<file path="src/rtl/seq_alu.sv">
// seq_alu: multi-cycle ALU with valid/ready handshake and {D,V,C,Z} flags.
// Multiply is iterative shift-add and divide is iterative restoring, one step
// per BUSY cycle. All other opcodes finish in a single cycle.
// Optional feature macro: SEQ_ALU_WIDE_RESULT_EN adds the result_hi port,
// carrying the upper product half or the division remainder.
module seq_alu #(
  parameter int WIDTH = 16,
  parameter int SHW   = $clog2(WIDTH)
) (
  input  logic             clk,
  input  logic             reset,
  input  logic             in_valid,
  output logic             in_ready,
  input  logic [3:0]       opcode,
  input  logic [WIDTH-1:0] operand1,
  input  logic [WIDTH-1:0] operand2,
  output logic             out_valid,
  input  logic             out_ready,
  output logic [WIDTH-1:0] result,
  output logic [3:0]       flags
`ifdef SEQ_ALU_WIDE_RESULT_EN
  ,
  output logic [WIDTH-1:0] result_hi
`endif
);

  localparam int CW = $clog2(WIDTH);

  localparam logic [3:0] OP_ADD  = 4'b0000;
  localparam logic [3:0] OP_SUB  = 4'b0001;
  localparam logic [3:0] OP_MUL  = 4'b0010;
  localparam logic [3:0] OP_DIV  = 4'b0011;
  localparam logic [3:0] OP_SHL  = 4'b0100;
  localparam logic [3:0] OP_SHR  = 4'b0101;
  localparam logic [3:0] OP_ROL  = 4'b0110;
  localparam logic [3:0] OP_ROR  = 4'b0111;
  localparam logic [3:0] OP_AND  = 4'b1000;
  localparam logic [3:0] OP_OR   = 4'b1001;
  localparam logic [3:0] OP_XOR  = 4'b1010;
  localparam logic [3:0] OP_NOR  = 4'b1011;
  localparam logic [3:0] OP_NAND = 4'b1100;
  localparam logic [3:0] OP_XNOR = 4'b1101;
  localparam logic [3:0] OP_GT   = 4'b1110;
  localparam logic [3:0] OP_EQ   = 4'b1111;

  typedef enum logic [1:0] {ST_IDLE, ST_BUSY, ST_DONE} state_t;

  state_t           state_q, state_d;
  logic [3:0]       op_q, op_d;
  logic [WIDTH-1:0] a_q, a_d;       // multiplicand, or dividend/quotient shifter
  logic [WIDTH-1:0] b_q, b_d;       // multiplier shifter, or divisor
  logic [WIDTH-1:0] acc_q, acc_d;   // product accumulator / partial remainder
  logic [CW-1:0]    cnt_q, cnt_d;
  logic [WIDTH-1:0] result_q, result_d;
  logic [3:0]       flags_q, flags_d;
`ifdef SEQ_ALU_WIDE_RESULT_EN
  logic [WIDTH-1:0] hi_q, hi_d;
`endif

  // Single-cycle ALU, evaluated straight off the request inputs.
  logic [WIDTH:0]   sum_w, diff_w;
  logic [31:0]      lsh_amt, rsh_amt;
  logic [WIDTH-1:0] alu_res;
  logic             alu_c, alu_v;
  logic [3:0]       alu_flags;

  // Iteration datapath for one multiply or divide step.
  logic [WIDTH-1:0] addend;
  logic [WIDTH-1:0] mul_a, mul_b, mul_acc, mul_lo;
`ifdef SEQ_ALU_WIDE_RESULT_EN
  logic [WIDTH:0]   mul_sum;
`endif
  logic [WIDTH:0]   div_shift, div_diff;
  logic             div_ok;
  logic [WIDTH-1:0] div_a, div_acc;
  logic [WIDTH-1:0] fin_res;

  // Combinational result and flags for all single-cycle opcodes.
  always_comb begin
    sum_w   = {1'b0, operand1} + {1'b0, operand2};
    diff_w  = {1'b0, operand1} - {1'b0, operand2};
    lsh_amt = 32'(operand2[SHW-1:0]);
    // A zero amount makes this equal to WIDTH, so the wrap term vanishes.
    rsh_amt = 32'(WIDTH) - lsh_amt;
    alu_res = '0;
    alu_c   = 1'b0;
    alu_v   = 1'b0;
    case (opcode)
      OP_ADD: begin
        alu_res = sum_w[WIDTH-1:0];
        alu_c   = sum_w[WIDTH];
        alu_v   = (operand1[WIDTH-1] == operand2[WIDTH-1]) &&
                  (sum_w[WIDTH-1] != operand1[WIDTH-1]);
      end
      OP_SUB: begin
        alu_res = diff_w[WIDTH-1:0];
        alu_c   = diff_w[WIDTH];
        alu_v   = (operand1[WIDTH-1] != operand2[WIDTH-1]) &&
                  (diff_w[WIDTH-1] != operand1[WIDTH-1]);
      end
      OP_SHL:  alu_res = operand1 << lsh_amt;
      OP_SHR:  alu_res = operand1 >> lsh_amt;
      OP_ROL:  alu_res = (operand1 << lsh_amt) | (operand1 >> rsh_amt);
      OP_ROR:  alu_res = (operand1 >> lsh_amt) | (operand1 << rsh_amt);
      OP_AND:  alu_res = operand1 & operand2;
      OP_OR:   alu_res = operand1 | operand2;
      OP_XOR:  alu_res = operand1 ^ operand2;
      OP_NOR:  alu_res = ~(operand1 | operand2);
      OP_NAND: alu_res = ~(operand1 & operand2);
      OP_XNOR: alu_res = ~(operand1 ^ operand2);
      OP_GT:   alu_res = {{(WIDTH-1){1'b0}}, (operand1 > operand2)};
      OP_EQ:   alu_res = {{(WIDTH-1){1'b0}}, (operand1 == operand2)};
      default: alu_res = '0;
    endcase
    alu_flags = {1'b0, alu_v, alu_c, (alu_res == '0)};
  end

  // One shift-add multiply step and one restoring divide step.
  always_comb begin
    addend = b_q[0] ? a_q : '0;
`ifdef SEQ_ALU_WIDE_RESULT_EN
    // {acc, b} is the 2*WIDTH product register; the multiplier drains out
    // of the low half while product bits shift in from the top.
    mul_sum = {1'b0, acc_q} + {1'b0, addend};
    mul_acc = mul_sum[WIDTH:1];
    mul_b   = {mul_sum[0], b_q[WIDTH-1:1]};
    mul_a   = a_q;
    mul_lo  = mul_b;
`else
    // Only the low half is kept: accumulate the multiplicand shifted left.
    mul_acc = acc_q + addend;
    mul_b   = b_q >> 1;
    mul_a   = a_q << 1;
    mul_lo  = mul_acc;
`endif
    div_shift = {acc_q, a_q[WIDTH-1]};
    div_diff  = div_shift - {1'b0, b_q};
    div_ok    = !div_diff[WIDTH];
    div_acc   = div_ok ? div_diff[WIDTH-1:0] : div_shift[WIDTH-1:0];
    div_a     = {a_q[WIDTH-2:0], div_ok};
    fin_res   = (op_q == OP_MUL) ? mul_lo : div_a;
  end

  // Next-state and datapath control for IDLE -> BUSY/DONE -> IDLE.
  always_comb begin
    state_d  = state_q;
    op_d     = op_q;
    a_d      = a_q;
    b_d      = b_q;
    acc_d    = acc_q;
    cnt_d    = cnt_q;
    result_d = result_q;
    flags_d  = flags_q;
`ifdef SEQ_ALU_WIDE_RESULT_EN
    hi_d     = hi_q;
`endif
    case (state_q)
      ST_IDLE: begin
        if (in_valid && in_ready) begin
          op_d  = opcode;
          a_d   = operand1;
          b_d   = operand2;
          acc_d = '0;
          cnt_d = '0;
          if (opcode == OP_MUL || (opcode == OP_DIV && operand2 != '0)) begin
            state_d = ST_BUSY;
          end else if (opcode == OP_DIV) begin
            state_d  = ST_DONE;
            result_d = '1;
            flags_d  = 4'b1000;
`ifdef SEQ_ALU_WIDE_RESULT_EN
            hi_d     = operand1;
`endif
          end else begin
            state_d  = ST_DONE;
            result_d = alu_res;
            flags_d  = alu_flags;
`ifdef SEQ_ALU_WIDE_RESULT_EN
            hi_d     = '0;
`endif
          end
        end
      end
      ST_BUSY: begin
        cnt_d = cnt_q + CW'(1);
        if (op_q == OP_MUL) begin
          a_d   = mul_a;
          b_d   = mul_b;
          acc_d = mul_acc;
        end else begin
          a_d   = div_a;
          acc_d = div_acc;
        end
        if (cnt_q == CW'(WIDTH - 1)) begin
          state_d  = ST_DONE;
          cnt_d    = '0;
          result_d = fin_res;
          flags_d  = {3'b000, (fin_res == '0)};
`ifdef SEQ_ALU_WIDE_RESULT_EN
          hi_d     = (op_q == OP_MUL) ? mul_acc : div_acc;
`endif
        end
      end
      ST_DONE: begin
        if (out_ready) state_d = ST_IDLE;
      end
      default: state_d = ST_IDLE;
    endcase
  end

  // State and datapath registers; reset discards any operation in flight.
  always_ff @(posedge clk) begin
    if (reset) begin
      state_q  <= ST_IDLE;
      op_q     <= '0;
      a_q      <= '0;
      b_q      <= '0;
      acc_q    <= '0;
      cnt_q    <= '0;
      result_q <= '0;
      flags_q  <= '0;
`ifdef SEQ_ALU_WIDE_RESULT_EN
      hi_q     <= '0;
`endif
    end else begin
      state_q  <= state_d;
      op_q     <= op_d;
      a_q      <= a_d;
      b_q      <= b_d;
      acc_q    <= acc_d;
      cnt_q    <= cnt_d;
      result_q <= result_d;
      flags_q  <= flags_d;
`ifdef SEQ_ALU_WIDE_RESULT_EN
      hi_q     <= hi_d;
`endif
    end
  end

  assign in_ready  = (state_q == ST_IDLE) && !reset;
  assign out_valid = (state_q == ST_DONE);
  assign result    = result_q;
  assign flags     = flags_q;
`ifdef SEQ_ALU_WIDE_RESULT_EN
  assign result_hi = hi_q;
`endif

endmodule

</file>
<file path="config.mk">
export PLATFORM = sky130hd
export DESIGN_NAME = seq_alu
export DESIGN_NICKNAME = d
export VERILOG_FILES = /design/src/rtl/seq_alu.sv
export SDC_FILE = /design/constraint.sdc
export NUM_CORES = 1
export LEC_CHECK = 0
export ABC_AREA = 1
export BUFFER_PORTS_ARGS = -buffer_cell sky130_fd_sc_hd__buf_2
export CORE_ASPECT_RATIO = 1.75
export CORE_UTILIZATION = 30
export CTS_CLUSTER_SIZE = 20
export DETAILED_ROUTE_END_ITERATION = 8
export PLACE_DENSITY = 0.5
export SKIP_LAST_GASP = 1
export SLEW_MARGIN = 20
export SYNTH_ARGS = -nofsm -noshare
export SYNTH_HDL_FRONTEND = slang
export SYNTH_SLANG_ARGS = --single-unit
</file>
<file path="constraint.sdc">
create_clock -name clk -period 6.5 [get_ports clk]
set_clock_uncertainty 0.05 [all_clocks]
set_input_delay 0.975 -clock clk [delete_from_list [all_inputs] [get_ports clk]]
set_output_delay 0.975 -clock clk [all_outputs]
set_load 0.01 [all_outputs]
</file>
==> summary.md, run 1 <==
| Metric | Value |
|---|---|
| Max clock buf depth | 2 |
| Grt ovf | 0 |
| Post-CTS Resized | 0 |
| Die area | 38500 µm² |
| EDFF count, synth | 0 |
| Core area | 37000 µm² |
| Number of max-cap violations | 0 |
| Overall power | 2.15 mW |
| Register area | 1560 µm² |
| Chip height | 259 µm |
| CTS tree | done |
| Vias per Instance | 5.49 |
| Layout Nets | 2251 |
| Vias post-DR | 14.3k |
| Design area | 12200 µm² |
| DRT antenna net count | 0 |
| Number of global-route vias before repair | 14.0k |
| Seq cells post-synth | 78 |
| DRC Markers | 0 |
| Clock sinks | 78 |
| Reg2Reg Setup Slack | 2.35 ns |
| Number of I/O port buffers | 61 |
| Pre-CTS setup slack | 1.48 ns |
| Crit path time final | 4.81 ns |
| Cell family with most CP delay | buffers and inverters |
| Worst-Skew Late Latency | 0.36 ns |
| Reg2reg start | b_q[0]$_SDFFE_PP0P_ |
| Final Hold Vio Count | 0 |
| DIE WIDTH | 149 µm |
| Clk Tree Root Cell | clkbuf_16 |
| Largest net degree at the start of global routing | 55 |
| Hold Path Stages | 2 |
| Worst setup EP type | register |
| Crit path cell chain | buf_2 > inv_1 > buf_4 > ha_1 > inv_1 > nand3_1 > nand3_1 > nand2_1 > nand2_1 > nand3_1 > nand2_1 > nand4_1 > nor2_1 > nand2_1 > nor2_1 > nand4_1 > nand3_1 > nand2_1 > inv_1 |
| Crit path kind | input port to register |
| Initial antenna violation count | 5 |
| H-Tree Level Count | 3 |
| Measured slew at the worst slew-check pin | 1.11 ns |
| Postcts setup bufs | 0 |
| Initial core utilization | 30.6% |
| Area of the multi-input gates | 8450 µm² |
| Final WS setup | 1.69 ns |
| Ys flop type | dfxtp_1 |
| Fin crit share | 74.1% |
| Average cell area after synthesis | 5.33 µm² |
| Area leader, netlist | nand2_1 |
| Slew Limit Headroom | 25.5% |
| CP arrival | 5.03 ns |
| Crit path largest cell delay | 1.00 ns |
| Top cell type's share of synthesized area | 25.4% |
| Maximum vdd drop | 102 µV |
| Power Density | 176 nW/µm² |
| Sequential share of the synthesized area | 13.8% |
| Warnings, synthesis | 0 |
| Worst Path Max Fanout | 33 |
| Synth Instances | 2125 |
| Slew Limit Fails | 0 |
| Hold Path Origin | result[15]$_SDFFE_PP0P_ |
| GRT Total Usage | 33.7% |
| Syn nets | 2254 |
| Hold Slack | 0.412 ns |
| Filler cells | 4299 |
| Layout cells sized above 1 | 5.27% |
| Global-route wire length before repair | 92300 µm |
| Worst hold path type | register to register |
| Worst r2r dst | flags[0]$_SDFFE_PP0P_ |
| Reg2Reg Depth | 20 |
| Initial drt markers | 1129 |
| WHS Endpoint | result[15]$_SDFFE_PP0P_ |
| Crit start category | input port |
| Critical Path RT | 6.72 ns |
| Std-Cell Rows | 93 |
| HPWL Detailed | 51300 µm |
| Max frequency | 0.208 GHz |
| CP max-delay cell | ha_1 |
| Unrepaired setup endpoints after global routing | no |
| Async set-reset flop share out of synthesis | 0% |
| Routability cong. | 1.04 |
| Final WL | 64000 µm |
| Synthesized area | 11300 µm² |
| I/O Pins | 62 |
| Most used cell, CP | nand2_1 |
| Drt pass-1 iters | 6 |
| Status | finished, final reports clean |
| WP buf/inv | 5 |
| Pleak | 6.33 nW |
| Diodes inserted | 0 |
| Clock slew at reported path FFs | 0.07 ns |
| Final Setup Violations | 0 |
| Hold_buf cts | 0 |
| Netlist cell types | 42 |
| Area growth syn-to-layout | 7.68% |
| Routed WL per cell | 24.6 µm |
| Placed inst area | 11900 µm² |
| Setup TNS | 0 ns |
| Cts bufs inserted | 9 |
| Ranking of synthesized cells by area | nand2_1 (25%), nand3_1 (14%), dfxtp_1 (14%), ha_1 (9.4%), inv_1 (7.7%) |
-- final cells by class --
class | instances | share of cell area, %
Clock inverter | 7 | 0.472
Tap cell | 475 | 4.88
Inverter | 242 | 7.45
Multi-Input combinational cell | 1718 | 69.3
Sequential cell | 78 | 12.8
Timing Repair Buffer | 73 | 3.24
Clock buffer | 9 | 1.85
-- routing by layer --
metal	up-vias	routed length (µm)	part of all wire, %	GRT usage (%)
li1	6910	-	-	-
met1	6490	21100	33	32.1
met2	598	31400	49	58.9
met3	265	3720	5.8	5.99
met4	10	7730	12	35.1
met5	-	69	0.11	0
-- flip-flops by register name, summed over array words and instances (netlist names) --
| signal | count |
|---|---|
| a_q | 16 |
| b_q | 16 |
| cnt_q | 4 |
| acc_q | 16 |
| flags | 4 |
| state_q | 2 |
| op_q | 4 |
| result | 16 |
-- cells in the mapped netlist, types with 3 or more instances --
| cell | count |
|---|---|
| nand2_1 | 766 |
| nand3_1 | 313 |
| inv_1 | 233 |
| nor2_1 | 162 |
| o21ai_0 | 115 |
| a21oi_1 | 103 |
| ha_1 | 85 |
| dfxtp_1 | 78 |
| clkbuf_1 | 41 |
| buf_2 | 32 |
| a31oi_1 | 31 |
| nand4_1 | 26 |
| nor3_1 | 15 |
| xor2_1 | 11 |
| nand3b_1 | 9 |
| o21ai_1 | 8 |
| o221ai_1 | 8 |
| o22ai_1 | 8 |
| buf_4 | 7 |
| inv_2 | 7 |
| nor2_2 | 7 |
| a21o_1 | 6 |
| o211ai_1 | 6 |
| xnor2_1 | 6 |
| buf_1 | 5 |
| nand2_2 | 5 |
| fa_1 | 4 |
| o21bai_1 | 4 |
| a21boi_0 | 3 |
| and2_1 | 3 |
-- placed cells by master (no fill, tap or decap), types with 7 or more instances in the layout --
cell type    n
nand2_1    766
nor2_1     162
inv_2        7
buf_2       61
nand4_1     26
dfxtp_1     78
a31oi_1     31
inv_1      233
nand3_1    313
nor3_1      15
o21ai_1      8
ha_1        85
o22ai_1      8
buf_4       12
clkbuf_16    9
a21oi_1    103
xor2_1      11
o221ai_1     8
nand3b_1     9
o21ai_0    115
-- worst reg2reg max path, stage by stage (launching register included) --
cell and delay [ns]:
dfxtp_1 0.80, ha_1 0.28, inv_1 0.08, fa_1 0.40, nand2_1 0.08, inv_1 0.05, o21ai_0 0.16, nand2_1 0.13
nand2_1 0.08, nand2_1 0.13, nand3b_1 0.14, nand2_1 0.06, nand2_1 0.07, nand2_1 0.51, nand2_1 0.27, nand2_1 0.17
nor3_1 0.28, nand3_1 0.15, nand3_1 0.12, nand2_1 0.05, inv_1 0.04
-- power breakdown --
| part | switching [mW] | internal, mW | leakage [nW] |
|---|---|---|---|
| Combinational | 0.785 | 0.292 | 5.56 |
| Sequential | 0.0474 | 0.530 | 0.638 |
| Clock | 0.230 | 0.262 | 0.129 |
| Total | 1.06 | 1.08 | 6.33 |
-- kinds of logic after synthesis --
family                   after synthesis  share of synthesized area (%)
XOR/XNOR                              17                           1.32
buffers and inverters                329                           11.6
AND/OR/NAND/NOR                     1313                           48.6
adder cells (fa/ha/maj)               89                           10.1
flip-flops                            78                           13.8
AO/OA/AOI/OAI                        299                           14.5
-- through the flow --
stage / util [%] / instances
floorplan: - / 2125
global placement: 32.2 / 2586
detailed placement: 32.2 / 2586
CTS: 32.9 / 2602
global route: 32.9 / 2602
finish: 32.9 / 2602
-- worst max path at each step --
stage               cells after the start               endpoint        start
CTS                                    19  flags[0]$_SDFFE_PP0P_  operand2[1]
floorplan                              22  flags[0]$_SDFFE_PP0P_  operand2[2]
finish                                 19  flags[0]$_SDFFE_PP0P_  operand2[1]
detailed placement                     19  flags[0]$_SDFFE_PP0P_  operand2[1]
global route                           19  flags[0]$_SDFFE_PP0P_  operand2[1]
global placement                       19  flags[0]$_SDFFE_PP0P_  operand2[1]
No activity file was read; power rests on OpenSTA's default activity.
==> run 2, diff against run 1 <==
Clock period 6.5 ns to 4.5 ns, I/O delays scaled along.
==> run 2 against run 1 <==
Compared with the run above:
- worst setup slack got worse by 0.57 ns
- utilization is 0.68 points higher
- non-clock buffer count rose by 26
- first-iteration DRC count is 4.3% higher
- sequential power up 43%
- design area grew 2.1%
- sequential share of layout area down 0.26 points
- largest cell class unchanged
- highest routed layer unchanged
- clock-buffer cell count up 1
- critical path type unchanged
- die area did not move
==> summary.md, run 2 (synthesis results as in run 1) <==
| Metric | Value |
|---|---|
| Status | finished, final reports clean |
| CP arrival | 3.65 ns |
| Crit path cell chain | buf_2 > inv_1 > ha_1 > inv_1 > nand2_1 > nand2_1 > inv_1 > nand3_1 > nor2_1 > nand2_1 > nor2_1 > nand4_1 > nor2_1 > nand2_1 > nor2_1 > nand4_1 > nand3_1 > nand2_1 > inv_1 |
| Pleak | 6.49 nW |
| Worst-Skew Late Latency | 0.37 ns |
| Max frequency | 0.296 GHz |
| Routed WL per cell | 22.8 µm |
| Std-Cell Rows | 93 |
| Core area | 37000 µm² |
| Fin crit share | 75.2% |
| Setup TNS | 0 ns |
| Final WL | 59900 µm |
| WP buf/inv | 5 |
| Layout Nets | 2277 |
| Grt ovf | 0 |
| Initial core utilization | 30.6% |
| Most frequent cells in the layout | nand2_1 (766), nand3_1 (313), inv_1 (232) |
| Crit path largest cell delay | 0.61 ns |
| Vias per Instance | 5.55 |
| Worst setup EP type | register |
| Largest net degree at the start of global routing | 55 |
| H-Tree Level Count | 3 |
| Overall power | 3.20 mW |
| CTS tree | done |
| DRC Markers | 0 |
| Postcts setup bufs | 0 |
| Worst path depth | 19 |
| Worst Path Max Fanout | 10 |
| Crit path kind | input port to register |
| Cell family with most CP delay | simple AND/OR/NAND/NOR gates |
| Final Setup Violations | 0 |
| Final core occ | 33.6% |
| Area growth syn-to-layout | 9.89% |
| Crit path time final | 3.38 ns |
| CP max-delay cell | ha_1 |
| Most used cell, CP | nand2_1 |
| Hold_buf cts | 0 |
| Crit path launch | operand1[11] |
| Routability cong. | 1.04 |
| Number of I/O port buffers | 61 |
| Drt pass-1 iters | 5 |
| Initial antenna violation count | 2 |
| Worst r2r dst | flags[0]$_SDFFE_PP0P_ |
| DRT antenna net count | 0 |
| Max clock buf depth | 2 |
| Critical Path RT | 4.77 ns |
| Placed inst area | 12100 µm² |
| Vias post-DR | 14.6k |
| Unrepaired setup endpoints after global routing | no |
| Reg2reg start | b_q[0]$_SDFFE_PP0P_ |
| Power Density | 257 nW/µm² |
| DIE WIDTH | 149 µm |
| Design area | 12400 µm² |
| Final Hold Vio Count | 0 |
| Post-CTS Resized | 0 |
| Die area | 38500 µm² |
| Clk Tree Root Cell | clkbuf_16 |
| Worst hold path type | register to register |
| Hold Slack | 0.412 ns |
| Maximum vdd drop | 158 µV |
| Crit start category | input port |
| Global-route wire length before repair | 87500 µm |
| GRT Total Usage | 31.3% |
| Cts bufs inserted | 9 |
| Most common cell after layout, fill and taps aside | nand2_1 |
| Reg2Reg Setup Slack | 1.26 ns |
| Clock sinks | 78 |
| Layout cells sized above 1 | 6.46% |
| Number of max-cap violations | 0 |
| Critical path endpoint | flags[0]$_SDFFE_PP0P_ |
| Measured slew at the worst slew-check pin | 1.22 ns |
| Initial drt markers | 1178 |
| Number of global-route vias before repair | 14.0k |
| Reg2Reg Depth | 17 |
| Slew Limit Fails | 0 |
| Chip height | 259 µm |
| HPWL Detailed | 48800 µm |
| Slew Limit Headroom | 18.6% |
| Clock slew at reported path FFs | 0.07 ns |
| I/O Pins | 62 |
run 2: cell count changes in the layout (fill, tap and decap cells not counted), sizes merged:
cell      change
buf          +26
bufinv        +2
clkbuf        +1
clkinv        +1
clkinvlp      -2
diode         +1
inv           -2
run 2: per-stage QoR:
| stage | std cells | setup slack [ns] |
|---|---|---|
| global route | 2628 | 0.908 |
| floorplan | 2125 | 1.50 |
| finish | 2629 | 1.12 |
| CTS | 2628 | 1.26 |
| detailed placement | 2612 | 0.903 |
| global placement | 2612 | 0.905 |
run 2: final cells by class:
| type | instances | area, µm² |
|---|---|---|
| Fill cell | 4355 | 24600 |
| Multi-Input combinational cell | 1718 | 8450 |
| Sequential cell | 78 | 1560 |
| Inverter | 242 | 908 |
| Tap cell | 475 | 594 |
| Timing Repair Buffer | 99 | 591 |
| Clock buffer | 10 | 239 |
| Clock inverter | 6 | 93.8 |
| Antenna cell | 1 | 2.50 |
run 2: per-layer routing:
metal	up-vias	GRT usage (%)	share of wire [%]	wire, µm
li1	6968	-	-	-
met1	6720	29.9	33	20100
met2	653	57.2	51	30300
met3	259	3.57	5.2	3120
met4	2	29.9	11	6430
met5	-	0	0.015	9
run 2: report_power, final:
group | switching, mW | internal, mW | total [mW]
combinational | 1.10 | 0.439 | 1.54
clock | 0.328 | 0.505 | 0.832
sequential | 0.0603 | 0.766 | 0.826
run 2: tightest hold or removal path, delay by kind of cell, from the launching register on:
kind | cells | cell delay (ns)
and+or+nand+nor | 1 | 0.06
DFF | 1 | 0.31
AOI/OAI and AO/OA | 1 | 0.05
run 2: worst min path at each step:
stage / startpoint / end / cells past startpoint
floorplan: cnt_q[0]$_SDFFE_PP0P_ / cnt_q[0]$_SDFFE_PP0P_ / 1
global placement: result[8]$_SDFFE_PP0P_ / result[8]$_SDFFE_PP0P_ / 2
detailed placement: result[8]$_SDFFE_PP0P_ / result[8]$_SDFFE_PP0P_ / 2
CTS: result[8]$_SDFFE_PP0P_ / result[8]$_SDFFE_PP0P_ / 2
global route: result[14]$_SDFFE_PP0P_ / result[14]$_SDFFE_PP0P_ / 2
finish: flags[1]$_SDFFE_PP0P_ / flags[1]$_SDFFE_PP0P_ / 2
==> run 3, diff against run 2 <==
Clock period 4.5 ns to 3.2 ns, I/O delays scaled along.
==> run 3 against run 2 <==
Compared with the run above:
- design area up 8.9%
- register-to-register slack worse by 1.0 ns
- utilization up 3.0 points
- global-route usage up 1.7 points
- worst hold slack worse by 0.034 ns
- largest cell class unchanged
- clock power up 30%
- critical path type is now register to register
- non-clock buffer count up 139
- critical path depth unchanged
==> summary.md, run 3 (synthesis results as in run 1) <==
| Metric | Value |
|---|---|
| Worst-Skew Late Latency | 0.37 ns |
| Slew Limit Headroom | 39.6% |
| Chip height | 259 µm |
| CP max-delay cell | fa_1 |
| Routed WL per cell | 22.7 µm |
| Max clock buf depth | 2 |
| Worst Path Max Fanout | 10 |
| Final WS setup | 0.239 ns |
| Layout cells sized above 1 | 12.2% |
| WP buf/inv | 4 |
| Hold Path Stages | 3 |
| Unrepaired setup endpoints after global routing | no |
| DRC Markers | 0 |
| Hold Path Origin | operand2[6] |
| Routability cong. | 1.04 |
| Final Hold Vio Count | 0 |
| Worst setup EP type | register |
| Setup TNS | 0 ns |
| Std-Cell Rows | 93 |
| CTS tree | done |
| Pre-CTS setup slack | 0.00278 ns |
| Most common cell after layout, fill and taps aside | nand2_1 |
| Crit path kind | register to register |
| Fin crit share | 92.5% |
| Reg2Reg Setup Slack | 0.24 ns |
| Most frequent cells in the layout | nand2_1 (765), nand3_1 (313), inv_1 (233) |
| HPWL Detailed | 52600 µm |
| Clk Tree Root Cell | clkbuf_16 |
| Crit start category | register |
| Design area | 13600 µm² |
| Maximum vdd drop | 186 µV |
| Initial drt markers | 963 |
| Die area | 38500 µm² |
| Initial core utilization | 30.6% |
| Crit path cell chain | inv_1 > ha_1 > inv_1 > fa_1 > nand2_1 > inv_1 > o21ai_0 > nand2_1 > nand2_1 > nand2_1 > nand3b_1 > nand2_1 > nand2_1 > nand2_1 > buf_4 > o21ai_0 > o21ai_0 > nand2_1 > a21oi_1 |
| Measured slew at the worst slew-check pin | 0.905 ns |
| Area growth syn-to-layout | 19.7% |
| Placed inst area | 13200 µm² |
| Vias post-DR | 15.1k |
| Largest net degree at the start of global routing | 55 |
| Hold_buf cts | 0 |
| Grt ovf | 0 |
| Pleak | 7.17 nW |
| Slew Limit Fails | 0 |
| Power Density | 343 nW/µm² |
| Reg2Reg Depth | 19 |
| Worst hold path type | input port to register |
| Final Setup Violations | 0 |
| Max frequency | 0.338 GHz |
| Initial antenna violation count | 3 |
| Clock sinks | 78 |
| Number of I/O port buffers | 61 |
| GRT Total Usage | 32.9% |
| Worst r2r dst | acc_q[8]$_SDFFE_PP0P_ |
| Number of global-route vias before repair | 14.7k |
| Core area | 37000 µm² |
| Final WL | 63000 µm |
| Number of max-cap violations | 0 |
| I/O Pins | 62 |
| DRT antenna net count | 0 |
| DIE WIDTH | 149 µm |
| Critical Path RT | 3.37 ns |
| Vias per Instance | 5.46 |
| Drt pass-1 iters | 6 |
| Layout Nets | 2416 |
| Crit path largest cell delay | 0.38 ns |
| CP arrival | 3.13 ns |
| Crit path time final | 2.96 ns |
| Global-route wire length before repair | 92000 µm |
| Hold Slack | 0.378 ns |
| Cell family with most CP delay | simple AND/OR/NAND/NOR gates |
| Cts bufs inserted | 9 |
| WHS Endpoint | b_q[6]$_SDFFE_PP0P_ |
| Reg2reg start | a_q[15]$_SDFFE_PP0P_ |
| Clock slew at reported path FFs | 0.08 ns |
| Status | finished, final reports clean |
| Most used cell, CP | nand2_1 |
| H-Tree Level Count | 3 |
run 3: worst max-delay path by stage:
stage	endpoint	startpoint	slack [ns]	cells after the start
after floorplan	flags[0]$_SDFFE_PP0P_	operand2[2]	0.39	22
after global placement	flags[0]$_SDFFE_PP0P_	opcode[3]	-0.06	18
after detailed placement	result[12]$_SDFFE_PP0P_	operand2[1]	0.003	11
after CTS	result[13]$_SDFFE_PP0P_	b_q[0]$_SDFFE_PP0P_	0.22	18
after global routing	result[13]$_SDFFE_PP0P_	b_q[0]$_SDFFE_PP0P_	0.02	18
final	acc_q[8]$_SDFFE_PP0P_	a_q[15]$_SDFFE_PP0P_	0.24	19
run 3: per-layer routing:
| layer | track usage (%) | wire, µm | up-vias |
|---|---|---|---|
| li1 | - | - | 7258 |
| met2 | 59.8 | 31800 | 630 |
| met1 | 31.0 | 21000 | 6955 |
| met3 | 4.29 | 2860 | 274 |
| met5 | 0 | 15 | - |
| met4 | 32.9 | 7240 | 2 |
run 3: what timing repair did:
action,in CTS,in global routing
endpoints found under the setup margin,0,11
buffers inserted,0,0
gates resized for setup,0,4
run 3: stage by stage:
step	utilization, %	cells	power [mW]
after floorplan	-	2125	2.54
after global placement	35.8	2751	3.55
after detailed placement	35.8	2751	3.54
after CTS	36.6	2767	4.62
after global routing	36.6	2767	4.94
final	36.6	2771	4.65
run 3: tightest hold or removal path, delay by kind of cell:
family	cells	cell delay, ns
AO/OA/AOI/OAI	1	0.07
buffers and inverters	1	0.13
AND/OR/NAND/NOR	1	0.07
run 3: power breakdown:
group / switching (mW) / internal (mW)
registers: 0.0867 / 1.08
clock network: 0.464 / 0.612
logic: 1.60 / 0.809
total: 2.15 / 2.50
run 3: layout make-up:
type | instances | area, µm²
fillers | 4257 | 23500
multi-input cells | 1718 | 8450
repair buffers | 238 | 1720
flip-flops and latches | 78 | 1560
inverters | 242 | 908
well taps | 475 | 594
clock buffers | 9 | 225
clock inverters | 7 | 78.8
diodes | 4 | 10.0
